$ cat config.mk
export PLATFORM = sky130hd
export DESIGN_NAME = log_reader
export DESIGN_NICKNAME = d
export VERILOG_FILES = /design/src/rtl/log_reader.sv
export SDC_FILE = /design/constraint.sdc
export NUM_CORES = 1
export LEC_CHECK = 0
export CAP_MARGIN = 20
export CORE_ASPECT_RATIO = 0.7
export CORE_MARGIN = 2
export CORE_UTILIZATION = 40
export CTS_BUF_LIST = sky130_fd_sc_hd__clkbuf_4 sky130_fd_sc_hd__clkbuf_8
export DETAILED_ROUTE_END_ITERATION = 6
export DONT_BUFFER_PORTS = 1
export HOLD_SLACK_MARGIN = 0.03
export PLACE_DENSITY = 0.62
export SETUP_SLACK_MARGIN = 0.02
export SYNTH_ARGS = -nofsm -noshare
export SYNTH_HDL_FRONTEND = slang
export SYNTH_SLANG_ARGS = --single-unit
$ cat constraint.sdc
create_clock -name clk -period 4.4 [get_ports clk]
set_clock_uncertainty 0.15 [all_clocks]
set_input_delay 0.44 -clock clk [delete_from_list [all_inputs] [get_ports clk]]
set_output_delay 0.44 -clock clk [all_outputs]
set_load 0.01 [all_outputs]
$ cat src/rtl/log_reader.sv
// Drain side of the attestation log RAM: fetches records behind the writer,
// decodes them onto a valid/ready stream and flags writer laps and bad types.
module log_reader #(
  parameter int RAM_LAT = 1,
  parameter int ADDR_W  = 16
) (
  input  logic              clk,
  input  logic              rst_n,
  input  logic [ADDR_W-1:0] wr_addr,
  input  logic              we,
  input  logic              clr_ram,
  output logic              re,
  output logic [ADDR_W-1:0] rd_addr,
  input  logic [36:0]       rd_data,
  output logic              out_valid,
  input  logic              out_ready,
  output logic [2:0]        out_type,
  output logic [15:0]       out_pc,
  output logic [15:0]       out_addr,
  output logic              out_en,
  output logic              out_wr,
  output logic [ADDR_W-1:0] pending,
  output logic              overflow,
  output logic              bad_type
);

  // state   | meaning
  // IDLE    | nothing in flight, waiting for pending != 0
  // FETCH   | re pulse at rd_ptr, pointer advances
  // WAIT    | RAM latency countdown, capture at terminal count
  // PRESENT | record offered until out_valid & out_ready
  typedef enum logic [1:0] {IDLE, FETCH, WAIT, PRESENT} state_t;

  localparam logic [1:0] LAT_LOAD = 2'(RAM_LAT - 1);

  state_t            state, next_state;
  logic [ADDR_W-1:0] rd_ptr;
  logic [ADDR_W-1:0] wr_next;
  logic [1:0]        wait_cnt;
  logic              fetch;
  logic              wait_done;
  logic              good_type;
  logic              lap;

  assign pending   = wr_addr - rd_ptr;
  assign wr_next   = wr_addr + 1'b1;
  assign fetch     = (state == FETCH);
  assign wait_done = (state == WAIT) && (wait_cnt == 2'd0);
  assign good_type = (rd_data[36:34] <= 3'd5);
  // A fetch already moves rd_ptr past the slot the writer is about to hit.
  assign lap       = we && (wr_next == rd_ptr) && !fetch;

  assign re        = rst_n && !clr_ram && fetch;
  assign rd_addr   = re ? rd_ptr : '0;
  assign out_valid = (state == PRESENT);

  always_ff @(posedge clk) begin
    if (!rst_n) state <= IDLE;
    else        state <= next_state;
  end

  always_comb begin
    next_state = state;
    case (state)
      IDLE:    if (pending != '0) next_state = FETCH;
      FETCH:   next_state = WAIT;
      WAIT:    if (wait_cnt == 2'd0) next_state = good_type ? PRESENT : IDLE;
      PRESENT: if (out_ready) next_state = IDLE;
      default: next_state = IDLE;
    endcase
    if (clr_ram) next_state = IDLE;
  end

  always_ff @(posedge clk) begin
    if (!rst_n) begin
      rd_ptr   <= '0;
      wait_cnt <= '0;
      overflow <= 1'b0;
      bad_type <= 1'b0;
      out_type <= '0;
      out_pc   <= '0;
      out_addr <= '0;
      out_en   <= 1'b0;
      out_wr   <= 1'b0;
    end else if (clr_ram) begin
      rd_ptr   <= '0;
      wait_cnt <= '0;
      overflow <= 1'b0;
      bad_type <= 1'b0;
    end else begin
      if (fetch || lap) rd_ptr <= rd_ptr + 1'b1;
      if (lap) overflow <= 1'b1;

      if (fetch)                               wait_cnt <= LAT_LOAD;
      else if (state == WAIT && wait_cnt != 2'd0) wait_cnt <= wait_cnt - 2'd1;

      if (wait_done) begin
        out_type <= rd_data[36:34];
        out_pc   <= rd_data[33:18];
        out_addr <= rd_data[17:2];
        out_en   <= rd_data[1];
        out_wr   <= rd_data[0];
        if (!good_type) bad_type <= 1'b1;
      end
    end
  end

endmodule
==> impl_metrics.env <==
export IMPL_grt_pass1_wl_microns=16200
export IMPL_grt_pass1_vias=3193
export IMPL_clkTransAtPathRegs_ns=0.07
export IMPL_internal_power_mw=0.923
export IMPL_routed_wl_microns=10400
export IMPL_fin_setup_tns_ns=0
export IMPL_cts_hold_buf=0
export IMPL_drcViolationCount=0
export IMPL_dr_pass1_iters=5
export IMPL_vias=3616
export IMPL_dieHeight_microns=86.5
export IMPL_fp_dieW_microns=122
export IMPL_p_leak_nw=1.39
export IMPL_grt_ovfl_total=0
export IMPL_critPathArrivalTime_ns=3.77
export IMPL_insertion_delay_ns=0.33
export IMPL_ctsResizeCount=0
export IMPL_seqPwrFrac_pct=44.5
export IMPL_synth_edff_count=0
export IMPL_synth_async_reset_ratio_pct=0
export IMPL_rows=30
export IMPL_dieArea_sq_um=10500
export IMPL_avgRoutedWirePerCell_microns=16.5
export IMPL_first_iter_violations=223
export IMPL_min_period_ns=3.69
export IMPL_synth_seq_cells=59
export IMPL_clock_power_share_pct=44.0
export IMPL_via_per_inst=5.72
export IMPL_swShare_pct=25.0
export IMPL_cts_made_buffers=9
export IMPL_postLayoutCoreUtil_pct=43.8
export IMPL_start_kind="register"
export IMPL_final_max_slew_viol_count=0
export IMPL_clk_path_buf_depth=2
export IMPL_rsz0062_at_grt="false"
export IMPL_synthCells=511
export IMPL_synthToLayoutAreaGrowth_pct=7.82
export IMPL_ir_drop_mv=0.119
export IMPL_crit_fanout=6
export IMPL_synth_fp_nets=588
export IMPL_maxCapViolCount=0
export IMPL_power_density_nw_per_um2=294
export IMPL_tritoncts="built"
export IMPL_ys_warnings_count=0
export IMPL_cts_root_buf="clkbuf_8"
export IMPL_grt_usage_pct=19.3
export IMPL_outcome="complete, no violations"
export IMPL_layout_drive_gt1_share_pct=4.76
export IMPL_hp_class="primary input to register"
export IMPL_cp_required_ns=4.48
export IMPL_hpwl_microns=7970
export IMPL_fin_crit_sh_pct=84.0
export IMPL_p_switching_mw=0.307
export IMPL_htreeDepth=3
export IMPL_ys_types=55
export IMPL_antenna_found_initial=0
export IMPL_critical_path_class="register to register"
export IMPL_finalSetupViolCount=0
export IMPL_ys_flop_type="dfxtp_1"
export IMPL_io_pins=131
export IMPL_drt_antenna_violating_nets=0
export IMPL_crit_path_end_kind="register"
export IMPL_fmax_ghz=0.271
export IMPL_clock_sinks=59
export IMPL_worst_pin_slew_ns=0.851
export IMPL_cts_setup_buffers=0
export IMPL_pwr_share_comb_pct=11.6
export IMPL_hold_viol_final=0
export IMPL_initial_core_util_pct=40.6
export IMPL_netlist_area_sq_um=3890
export IMPL_fin_nets=576
export IMPL_diodes=0
export IMPL_grt_max_degree=40
export IMPL_gp_congestion=0.895
export IMPL_core_sq_um=9570
export IMPL_ys_seq_area_share_pct=30.4
export IMPL_port_buffers=0
export IMPL_avgSynthCellArea_sq_um=7.61
export IMPL_max_slew_margin_pct=43.2
==> cell type report <==
class / instances / area [sq um]
inverters: 31 / 116
clock buffers: 11 / 139
multi-input cells: 395 / 2470
clock inverters: 5 / 77.6
repair buffers: 3 / 42.5
fillers: 972 / 5380
well taps: 128 / 160
flip-flops and latches: 59 / 1180
==> cell usage after synthesis, types with 3 or more instances <==
cell | number | share of area [%]
o311ai_0 | 3 | 0.68
or3_1 | 7 | 1.1
xor2_1 | 9 | 2.0
nor2b_1 | 7 | 1.1
o21a_1 | 5 | 0.97
a21o_1 | 4 | 0.77
nand4_1 | 9 | 1.4
nor2_1 | 30 | 2.9
ha_1 | 18 | 5.8
and2_1 | 7 | 1.1
a21boi_0 | 39 | 7.5
xnor2_1 | 18 | 4.1
clkbuf_1 | 19 | 1.8
o211a_1 | 3 | 0.77
dfxtp_1 | 59 | 30
a21oi_1 | 28 | 3.6
buf_1 | 3 | 0.29
and3_1 | 4 | 0.64
o21ai_0 | 14 | 1.8
nand2_1 | 92 | 8.9
nor3_1 | 22 | 2.8
o31ai_1 | 9 | 1.7
nand3_1 | 11 | 1.4
inv_1 | 31 | 3.0
mux2i_1 | 3 | 0.77
or4_1 | 12 | 2.3
a211oi_1 | 5 | 0.97
nor4_1 | 4 | 0.64
==> metrics by stage <==
stage	worst slack [ns]	cell area [sq um]	power [mW]	hold slack, ns	cells
after floorplan	1.10	3890	0.679	0.322	511
after global placement	0.847	3950	0.696	0.339	615
after detailed placement	0.735	3970	0.699	0.353	616
after CTS	0.740	4190	1.24	0.0767	632
after global routing	0.494	4190	1.29	0.0730	632
final	0.706	4190	1.23	0.0955	632
==> final timing paths <==
| check | from | to | slack, ns | cells after the start |
|---|---|---|---|---|
| hold reg to reg | out_addr[4] | out_addr[4] | 0.36 | 2 |
| setup / recovery | rd_ptr[2] | state[0] | 0.71 | 10 |
| setup reg to reg | rd_ptr[2] | state[0] | 0.71 | 10 |
| hold / removal | rd_data[24] | out_pc[6] | 0.1 | 2 |
==> layer usage <==
metal / vias up / global-route usage, % / wire length (microns) / part of all wire [%]
met2: 96 / 28.1 / 4550 / 44
met4: 0 / 4.81 / 75 / 0.72
met5: - / 0 / 0 / 0
li1: 1783 / - / - / -
met1: 1730 / 28.5 / 5210 / 50
met3: 7 / 4.47 / 581 / 5.6
==> power groups by stage <==
stage,Clock (mW),Combinational [mW],Sequential [mW]
floorplan,0,0.124,0.555
CTS,0.556,0.141,0.547
detailed placement,0,0.140,0.559
global placement,0,0.137,0.559
global route,0.582,0.158,0.547
finish,0.541,0.142,0.547
==> placed cells by master, fill, tap and decap left out, drive strengths merged, types with 3 or more instances in the layout <==
master  count
clkbuf     11
nand4      10
o311ai      3
nor2       30
buf         3
inv        31
or4        12
a211oi      5
nor2b       7
nor3       22
a21boi     39
o31ai       9
and2        7
a21o        4
xnor2      18
or3         7
mux2i       3
xor2        9
o21a        5
a21oi      28
o211a       3
or2         3
nor4        5
ha         18
dfxtp      59
and3        4
nand2      92
o21ai      14
nand3      12
==> worst max-delay path, cell delays in order (launching register included) <==
cell	delay (ns)
dfxtp_1	0.45
inv_1	0.12
ha_1	0.34
nor2b_1	0.19
o211ai_1	0.30
a211oi_1	0.15
nor3_1	0.47
xnor2_1	0.23
or4_1	0.53
or4_1	0.41
o31a_1	0.24
==> sequential cells by signal, summed over array words and instances (netlist names) <==
name	cells
bad_type	1
out_addr	16
out_en	1
out_pc	16
out_type	3
out_wr	1
overflow	1
rd_ptr	16
state	2
wait_cnt	2
==> logic make-up (layout without fill, tap and decap cells) <==
| group | Yosys count | count (layout) | synth area share, % |
|---|---|---|---|
| multiplexers | 3 | 3 | 0.773 |
| AO/OA/AOI/OAI | 129 | 129 | 23.0 |
| XOR/XNOR | 27 | 27 | 6.09 |
| buffers and inverters | 57 | 50 | 5.96 |
| AND/OR/NAND/NOR | 217 | 217 | 27.5 |
| flip-flops | 59 | 59 | 30.4 |
| adder cells (fa/ha/maj) | 19 | 19 | 6.31 |
Power figures use the tool's default switching activity.
